## config.mk

```make
export PLATFORM = sky130hd
export DESIGN_NAME = apb4_regfile
export DESIGN_NICKNAME = d
export VERILOG_FILES = /design/src/rtl/apb4_pkg.sv /design/src/rtl/apb4_wait_ctrl.sv /design/src/rtl/apb4_regfile.sv
export SDC_FILE = /design/constraint.sdc
export NUM_CORES = 1
export LEC_CHECK = 0
export CAP_MARGIN = 40
export CORE_AREA = 4 4 423 425
export CTS_CLUSTER_SIZE = 25
export DETAILED_ROUTE_END_ITERATION = 12
export DIE_AREA = 0 0 427 429
export GPL_ROUTABILITY_DRIVEN = 0
export SYNTH_ARGS = -nofsm -noshare
export SYNTH_HDL_FRONTEND = slang
export SYNTH_SLANG_ARGS = --single-unit
```

## constraint.sdc

```tcl
create_clock -name PCLK -period 6.9 [get_ports PCLK]
set_input_delay 1.38 -clock PCLK [delete_from_list [all_inputs] [get_ports PCLK]]
set_output_delay 1.38 -clock PCLK [all_outputs]
set_load 0.005 [all_outputs]
```

## src/rtl/apb4_pkg.sv

```systemverilog
// Shared types and helpers for the APB4 register file: FSM state encoding,
// byte-lane geometry and the address legality check.
package apb4_pkg;

   typedef enum logic [1:0] {
      ST_IDLE   = 2'd0,
      ST_SETUP  = 2'd1,
      ST_ACCESS = 2'd2
   } apb_state_e;

   localparam int WAIT_CNT_W = 4;

   function automatic int strb_width(input int dw);
      return dw / 8;
   endfunction

   function automatic int addr_lsb(input int dw);
      return (dw == 32) ? 2 : ((dw == 16) ? 1 : 0);
   endfunction

   // True when the byte address is word aligned and selects an implemented register.
   function automatic logic addr_ok(input logic [31:0] addr, input int lsb, input int nregs);
      logic [31:0] mask;
      mask = (32'd1 << lsb) - 32'd1;
      return ((addr & mask) == 32'd0) && ((addr >> lsb) < 32'(nregs));
   endfunction

endpackage

```

## src/rtl/apb4_wait_ctrl.sv

```systemverilog
// APB4 protocol FSM with wait-state counter; produces PREADY and flags
// an ACCESS phase that was entered without a SETUP phase.
module apb4_wait_ctrl
   import apb4_pkg::*;
#(
   parameter int WAIT_STATES = 0
)(
   input  logic pclk,
   input  logic preset,
   input  logic psel,
   input  logic penable,
   output logic pready,
   output logic proto_err
);

   localparam logic [WAIT_CNT_W-1:0] WS_CNT = WAIT_CNT_W'(WAIT_STATES);

   apb_state_e            state_r;
   logic [WAIT_CNT_W-1:0] cnt_r;
   logic                  perr_r;

   // Protocol state, wait counter and violation flag; the flag is held through ACCESS.
   always_ff @(posedge pclk) begin
      if (preset) begin
         state_r <= ST_IDLE;
         cnt_r   <= {WAIT_CNT_W{1'b0}};
         perr_r  <= 1'b0;
      end else begin
         case (state_r)
            ST_IDLE: begin
               cnt_r <= {WAIT_CNT_W{1'b0}};
               if (psel && !penable) begin
                  state_r <= ST_SETUP;
                  perr_r  <= 1'b0;
               end else if (psel && penable) begin
                  state_r <= ST_ACCESS;
                  perr_r  <= 1'b1;
               end else begin
                  state_r <= ST_IDLE;
                  perr_r  <= 1'b0;
               end
            end
            ST_SETUP: begin
               cnt_r  <= {WAIT_CNT_W{1'b0}};
               perr_r <= 1'b0;
               if (psel && penable) begin
                  state_r <= ST_ACCESS;
               end else begin
                  state_r <= ST_IDLE;
               end
            end
            ST_ACCESS: begin
               if (!psel || (cnt_r == WS_CNT)) begin
                  state_r <= ST_IDLE;
                  cnt_r   <= {WAIT_CNT_W{1'b0}};
                  perr_r  <= 1'b0;
               end else begin
                  state_r <= ST_ACCESS;
                  cnt_r   <= cnt_r + {{(WAIT_CNT_W-1){1'b0}}, 1'b1};
                  perr_r  <= perr_r;
               end
            end
            default: begin
               state_r <= ST_IDLE;
               cnt_r   <= {WAIT_CNT_W{1'b0}};
               perr_r  <= 1'b0;
            end
         endcase
      end
   end

   assign pready    = (state_r == ST_ACCESS) && (cnt_r == WS_CNT);
   assign proto_err = perr_r;

endmodule

```

## src/rtl/apb4_regfile.sv

```systemverilog
// Parametrised APB4 completer register bank with byte strobes, read-only
// status mapping, programmable wait states and PSLVERR reporting.
module apb4_regfile
   import apb4_pkg::*;
#(
   parameter int                  ADDR_WIDTH  = 8,
   parameter int                  DATA_WIDTH  = 32,
   parameter int                  NUM_REGS    = 16,
   parameter int                  WAIT_STATES = 0,
   parameter logic [NUM_REGS-1:0] RO_MASK     = '0
)(
   input  logic                         PCLK,
   input  logic                         PRESET,
   input  logic                         PSEL,
   input  logic                         PENABLE,
   input  logic                         PWRITE,
   input  logic [ADDR_WIDTH-1:0]        PADDR,
   input  logic [DATA_WIDTH-1:0]        PWDATA,
   input  logic [DATA_WIDTH/8-1:0]      PSTRB,
   output logic [DATA_WIDTH-1:0]        PRDATA,
   output logic                         PREADY,
   output logic                         PSLVERR,
   input  logic [NUM_REGS*DATA_WIDTH-1:0] hw_status,
   output logic [NUM_REGS*DATA_WIDTH-1:0] reg_q
);

   localparam int STRB_WIDTH = strb_width(DATA_WIDTH);
   localparam int ADDR_LSB   = addr_lsb(DATA_WIDTH);

   logic                  pready_s;
   logic                  proto_err_s;
   logic [ADDR_WIDTH-1:0] idx_s;
   logic                  ro_hit_s;
   logic [DATA_WIDTH-1:0] rd_val_s;
   logic                  err_s;
   logic                  commit_s;
   logic [DATA_WIDTH-1:0] regs_r [NUM_REGS];

   apb4_wait_ctrl #(
      .WAIT_STATES (WAIT_STATES)
   ) u_wait_ctrl (
      .pclk      (PCLK),
      .preset    (PRESET),
      .psel      (PSEL),
      .penable   (PENABLE),
      .pready    (pready_s),
      .proto_err (proto_err_s)
   );

   assign idx_s = PADDR >> ADDR_LSB;

   // Read mux and RO lookup; an AND-OR select keeps out-of-range indices at zero.
   always_comb begin
      ro_hit_s = 1'b0;
      rd_val_s = {DATA_WIDTH{1'b0}};
      for (int i = 0; i < NUM_REGS; i++) begin
         ro_hit_s = ro_hit_s | ((idx_s == ADDR_WIDTH'(i)) & RO_MASK[i]);
         rd_val_s = rd_val_s | ({DATA_WIDTH{idx_s == ADDR_WIDTH'(i)}} &
                    (RO_MASK[i] ? hw_status[i*DATA_WIDTH +: DATA_WIDTH] : regs_r[i]));
      end
   end

   assign err_s    = !addr_ok(32'(PADDR), ADDR_LSB, NUM_REGS) | (PWRITE & ro_hit_s) | proto_err_s;
   assign commit_s = pready_s & PSEL & PENABLE & PWRITE & !err_s;

   // Register array with per-byte strobe merge on a committing write.
   always_ff @(posedge PCLK) begin
      for (int i = 0; i < NUM_REGS; i++) begin
         for (int b = 0; b < STRB_WIDTH; b++) begin
            if (PRESET) begin
               regs_r[i][b*8 +: 8] <= 8'd0;
            end else if (commit_s && (idx_s == ADDR_WIDTH'(i)) && PSTRB[b]) begin
               regs_r[i][b*8 +: 8] <= PWDATA[b*8 +: 8];
            end else begin
               regs_r[i][b*8 +: 8] <= regs_r[i][b*8 +: 8];
            end
         end
      end
   end

   genvar g;
   generate
      for (g = 0; g < NUM_REGS; g++) begin : g_regq
         assign reg_q[g*DATA_WIDTH +: DATA_WIDTH] = RO_MASK[g] ? {DATA_WIDTH{1'b0}} : regs_r[g];
      end
   endgenerate

   assign PREADY  = pready_s;
   assign PSLVERR = pready_s & err_s;
   assign PRDATA  = (pready_s & !PWRITE & !err_s) ? rd_val_s : {DATA_WIDTH{1'b0}};

endmodule
```

==> impl_results.html <==
<table>
<tr><th>Metric</th><th>Value</th></tr>
<tr><th colspan="2">Pwr</th></tr>
<tr><td>Leakage power of the design</td><td>12.18 nW</td></tr>
<tr><td>Pwr/cell area</td><td>223.6 nW/um^2</td></tr>
<tr><td>Maximum ir drop on the vdd rail</td><td>~0.00016 V</td></tr>
<tr><th colspan="2">Final layout</th></tr>
<tr><td>Relative area change from synthesis to final layout</td><td>47.55%</td></tr>
<tr><td>Number of standard cells in the layout, taps in and fillers out</td><td>4782</td></tr>
<tr><td>Fill count</td><td>around 19k</td></tr>
<tr><td>Multi-input logic area</td><td>8140 um^2</td></tr>
<tr><td>Total number of nets in the final design</td><td>2944</td></tr>
<tr><td>Fraction of layout instances using a drive strength above 1</td><td>0.1401</td></tr>
<tr><td>Register Area</td><td>15510 um^2</td></tr>
<tr><th colspan="2">Outcome</th></tr>
<tr><td>Outcome</td><td>completed</td></tr>
<tr><th colspan="2">STA</th></tr>
<tr><td>Final count of hold timing violations</td><td>0</td></tr>
<tr><td>Setup ws final</td><td>631.0 ps</td></tr>
<tr><td>Final critical-path required period</td><td>approximately 6300 ps</td></tr>
<tr><td>Total Negative Setup Slacks</td><td>0 ps</td></tr>
<tr><td>Worst relative slew slack</td><td>0.3827</td></tr>
<tr><td>Share of the cycle needed by the critical path after routing</td><td>0.9086</td></tr>
<tr><td>Max-slew violation count</td><td>0</td></tr>
<tr><td>Setup repair after global routing missed its margin</td><td>no</td></tr>
<tr><td>Transition time of the tightest slew-check pin</td><td>a little over 900 ps</td></tr>
<tr><td>Fmax achieved</td><td>159.5 MHz</td></tr>
<tr><td>Setup-violating endpoint count in the final report</td><td>0</td></tr>
<tr><td>Clock Skew</td><td>between 20 and 25 ps</td></tr>
<tr><th colspan="2">Clock network</th></tr>
<tr><td>H-tree levels</td><td>3</td></tr>
<tr><td>Number of post-CTS setup repair buffers</td><td>0</td></tr>
<tr><td>Num Clock Sinks</td><td>519</td></tr>
<tr><td>TritonCTS clock tree</td><td>done</td></tr>
<tr><td>Cell chosen for the clock root</td><td>sky130_fd_sc_hd__clkbuf_16</td></tr>
<tr><td>Worst-path clk slew</td><td>60 ps</td></tr>
<tr><td>Number of buffers between clock root and the deepest sink</td><td>3</td></tr>
<tr><td>Number of clock buffers inserted by TritonCTS</td><td>66</td></tr>
<tr><td>Cts repair resizes</td><td>0</td></tr>
<tr><td>CTS Hold Buffers Added</td><td>0</td></tr>
<tr><td>Clock latency on the worst-skew pair</td><td>about 660 ps</td></tr>
<tr><th colspan="2">Logic synthesis</th></tr>
<tr><td>Largest family of logic cells by synthesized area</td><td>simple AND/OR/NAND/NOR gates</td></tr>
<tr><td>Post-synthesis cell count</td><td>1740</td></tr>
<tr><td>Portion of synthesized cell area occupied by the leading cell type</td><td>0.6346</td></tr>
<tr><td>Biggest area contributors in the synthesized netlist</td><td>sky130_fd_sc_hd__edfxtp_1 63%, sky130_fd_sc_hd__and2_1 9.9%, sky130_fd_sc_hd__mux4_2 6.8%</td></tr>
<tr><td>Most frequent cells after synthesis</td><td>512 x sky130_fd_sc_hd__edfxtp_1, 385 x sky130_fd_sc_hd__and2_1, 128 x sky130_fd_sc_hd__nor2_1, 85 x sky130_fd_sc_hd__clkbuf_1, 74 x sky130_fd_sc_hd__nand2_1</td></tr>
<tr><td>Yosys reg bits</td><td>519</td></tr>
<tr><td>Number of enable flip-flop cells after synthesis</td><td>between 500 and 600</td></tr>
<tr><td>Mapped Nets</td><td>2303</td></tr>
<tr><td>Post-synth design cell area</td><td>24230 um^2</td></tr>
<tr><td>Post-synthesis async set-or-reset flop share</td><td>0</td></tr>
<tr><td>Arithmetic-cell share of the synthesized area counting full adders, half adders and majority gates</td><td>0.001033</td></tr>
<tr><td>Average cell area after synthesis</td><td>roughly 14 um^2</td></tr>
<tr><td>Synth Area in Compound Gates</td><td>0.05826</td></tr>
<tr><td>Leading area contributor after synthesis</td><td>sky130_fd_sc_hd__edfxtp_1</td></tr>
<tr><td>Register area share after synthesis</td><td>0.6404</td></tr>
<tr><td>Synthesis warning total</td><td>0</td></tr>
<tr><td>Basic-gate share of the synthesized area counting and, or, nand and nor cells</td><td>0.1801</td></tr>
<tr><td>Share of cell area taken by muxes after synthesis</td><td>0.09477</td></tr>
<tr><td>Dominant cell by count in the synthesized netlist</td><td>sky130_fd_sc_hd__edfxtp_1</td></tr>
<tr><td>Dominant register cell in the synthesized netlist</td><td>sky130_fd_sc_hd__edfxtp_1</td></tr>
<tr><td>Post-synth cell types</td><td>47</td></tr>
<tr><td>Synth Area in XOR/XNOR</td><td>0.0007231</td></tr>
<tr><th colspan="2">Place</th></tr>
<tr><td>Number of port buffers</td><td>594</td></tr>
<tr><td>Hpwl dp</td><td>roughly 120 mm</td></tr>
<tr><td>Cell count after placement</td><td>4653</td></tr>
<tr><td>Post-placement setup slack</td><td>about 450 ps</td></tr>
<tr><th colspan="2">Critical path</th></tr>
<tr><td>CP Cell Sequence</td><td>clkdlybuf4s50_1 &gt; nor4b_4 &gt; nand2_1 &gt; buf_4 &gt; o22a_1 &gt; a31oi_1 &gt; clkdlybuf4s50_1</td></tr>
<tr><td>Slowest stage cell, crit path</td><td>sky130_fd_sc_hd__clkdlybuf4s50_1</td></tr>
<tr><td>Sum of buffers and inverters on the critical path</td><td>3</td></tr>
<tr><td>Data arrival at the endpoint of the critical path</td><td>between 4000 and 5000 ps</td></tr>
<tr><td>Critical Path RT</td><td>around 5500 ps</td></tr>
<tr><td>Worst path max stage delay</td><td>690 ps</td></tr>
<tr><td>Worst Path Max Fanout</td><td>7</td></tr>
<tr><td>Worst setup path class</td><td>in -&gt; out</td></tr>
<tr><td>Worst Setup End Kind</td><td>primary output</td></tr>
<tr><td>Most repeated library cell on the critical path</td><td>sky130_fd_sc_hd__clkdlybuf4s50_1</td></tr>
<tr><td>Cell family with most CP delay</td><td>buffers and inverters</td></tr>
<tr><td>Setup crit start kind</td><td>input port</td></tr>
<tr><th colspan="2">GRT</th></tr>
<tr><td>Layer with the highest usage after global routing</td><td>met2</td></tr>
<tr><td>Initial antenna violation count</td><td>26</td></tr>
<tr><td>GR met1 Demand/Resource</td><td>0.1927</td></tr>
<tr><td>Via count of the first global-routing pass</td><td>18.59k</td></tr>
<tr><td>GRT Resource Usage Total</td><td>0.1594</td></tr>
<tr><td>Overall overflow remaining after global route</td><td>0</td></tr>
<tr><td>Maximum number of pins on one net before global-route repair</td><td>67</td></tr>
<tr><td>First-pass GRT wire length</td><td>roughly 190 mm</td></tr>
<tr><td>Fraction of met2 tracks used by global routing</td><td>0.2446</td></tr>
<tr><td>Global-route track usage on met3</td><td>0.07166</td></tr>
<tr><th colspan="2">Route</th></tr>
<tr><td>Number of optimization iterations in the first detailed-route pass</td><td>5</td></tr>
<tr><td>Average wire length per cell after detail routing</td><td>about 32 um</td></tr>
<tr><td>Via-per-instance ratio</td><td>3.960</td></tr>
<tr><td>Final routed wirelength across all metal layers</td><td>151.2 mm</td></tr>
<tr><td>Antenna viol nets, final</td><td>0</td></tr>
<tr><td>Total vias in the final route</td><td>between 15k and 20k</td></tr>
<tr><td>Number of design rule violations left after detail routing</td><td>0</td></tr>
<tr><td>Iteration-0 DRC Markers</td><td>around 2.2k</td></tr>
<tr><th colspan="2">Die</th></tr>
<tr><td>Die Span X</td><td>427 um</td></tr>
<tr><td>Vertical extent of the die</td><td>429 um</td></tr>
<tr><td>Floorplan die area</td><td>183200 um^2</td></tr>
<tr><td>Area inside the core boundary</td><td>175300 um^2</td></tr>
<tr><td>Starting Density</td><td>0.1382</td></tr>
<tr><td>Rows</td><td>154</td></tr>
<tr><td>Io pins</td><td>about 1.1k</td></tr>
<tr><th colspan="2">Run</th></tr>
<tr><td>Count of maximum capacitance violations</td><td>0</td></tr>
<tr><th colspan="2">Min path</th></tr>
<tr><td>HP Class</td><td>reg -&gt; reg</td></tr>
</table>
[metal layers]
metal / up-vias / part of all wire
li1: 7792 / -
met1: 9756 / 0.39
met2: 1165 / 0.44
met3: 221 / 0.12
met4: 2 / 0.052
met5: - / 0.000086
[where the power goes]
part           leakage [nW]  internal (mW)  total [mW]  switching, mW
combinational          5.75          0.320       0.787          0.467
clock                  1.04           2.06        3.57           1.50
sequential             5.39           3.56        3.64         0.0837
[per-stage QoR]
| stage | util | instance area, um^2 | hold slack (ps) | total power, mW |
|---|---|---|---|---|
| after global placement | 0.1898 | 33270 | 443.1 | 4.485 |
| after global routing | 0.2038 | 35730 | 496.8 | 8.234 |
| after detailed placement | 0.1915 | 33570 | 468.0 | 4.504 |
| after CTS | 0.2037 | 35730 | 480.7 | 8.069 |
| after floorplan | - | 24230 | 429.7 | 3.918 |
| final | 0.2039 | 35750 | 472.7 | 7.994 |
[cells by family (layout without fill, tap and decap cells)]
logic type               count (synthesis)  after routing
AO/OA/AOI/OAI                          211            211
XOR/XNOR                                 2              2
adder cells (fa/ha/maj)                  2              2
buffers and inverters                  145            839
flip-flops                             519            519
multiplexers                           138            138
other                                    0              8
AND/OR/NAND/NOR                        723            723
[cell type report]
cell class                 count  share of cell area
sequential                   519              0.4340
multi-input combinational   1076              0.2277
timing repair buffer         699              0.1935
tap                         2340             0.08191
clock buffer                  88             0.04970
clock inverter                33             0.01061
inverter                      19            0.001995
antenna                        8           0.0005600
[layout by cell type, fill, tap and decap left out, types with 3 or more instances in the layout]
cell type,synthesis,routed
sky130_fd_sc_hd__clkinvlp_4,0,4
sky130_fd_sc_hd__nand4_1,30,30
sky130_fd_sc_hd__inv_1,18,18
sky130_fd_sc_hd__o21ai_1,0,10
sky130_fd_sc_hd__inv_6,0,7
sky130_fd_sc_hd__nor3_2,29,29
sky130_fd_sc_hd__clkbuf_1,85,20
sky130_fd_sc_hd__clkinv_2,0,5
sky130_fd_sc_hd__a31oi_1,32,32
sky130_fd_sc_hd__clkbuf_16,0,68
sky130_fd_sc_hd__and2_1,385,386
sky130_fd_sc_hd__nand2b_1,4,4
sky130_fd_sc_hd__diode_2,0,8
sky130_fd_sc_hd__nand2_1,74,74
sky130_fd_sc_hd__mux2i_1,64,64
sky130_fd_sc_hd__buf_12,0,6
sky130_fd_sc_hd__edfxtp_1,512,512
sky130_fd_sc_hd__bufinv_16,0,6
sky130_fd_sc_hd__o21ai_0,70,60
sky130_fd_sc_hd__clkinv_1,1,7
sky130_fd_sc_hd__a32oi_1,21,21
sky130_fd_sc_hd__buf_6,3,5
sky130_fd_sc_hd__mux4_2,73,73
sky130_fd_sc_hd__a22oi_1,52,52
sky130_fd_sc_hd__buf_8,0,9
sky130_fd_sc_hd__dfxtp_1,7,7
sky130_fd_sc_hd__nor3_4,20,20
sky130_fd_sc_hd__clkdlybuf4s50_1,0,588
sky130_fd_sc_hd__a21o_1,22,22
sky130_fd_sc_hd__nor2_1,128,128
sky130_fd_sc_hd__and2_0,5,3
sky130_fd_sc_hd__buf_4,0,87
sky130_fd_sc_hd__nand3_1,32,32
sky130_fd_sc_hd__o22a_1,9,9
[path summary, 6_finish.rpt]
path / slack, ps / depth (start not counted) / from / end
max: 630 / 7 / PADDR[7] / PRDATA[29]
min: 470 / 1 / u_wait_ctrl.cnt_r[0]$_SDFF_PP0_ / u_wait_ctrl.cnt_r[0]$_SDFF_PP0_
max reg2reg: 3540 / 7 / u_wait_ctrl.cnt_r[0]$_SDFF_PP0_ / regs_r[0][126]$_SDFFCE_PN0P_
min reg2reg: 470 / 1 / u_wait_ctrl.cnt_r[0]$_SDFF_PP0_ / u_wait_ctrl.cnt_r[0]$_SDFF_PP0_
[state kept, by name, indices dropped and copies added (netlist names)]
register               count
regs_r                   512
u_wait_ctrl.cnt_r          4
u_wait_ctrl.state_r        2
u_wait_ctrl.proto_err      1
Power figures use the tool's default switching activity.
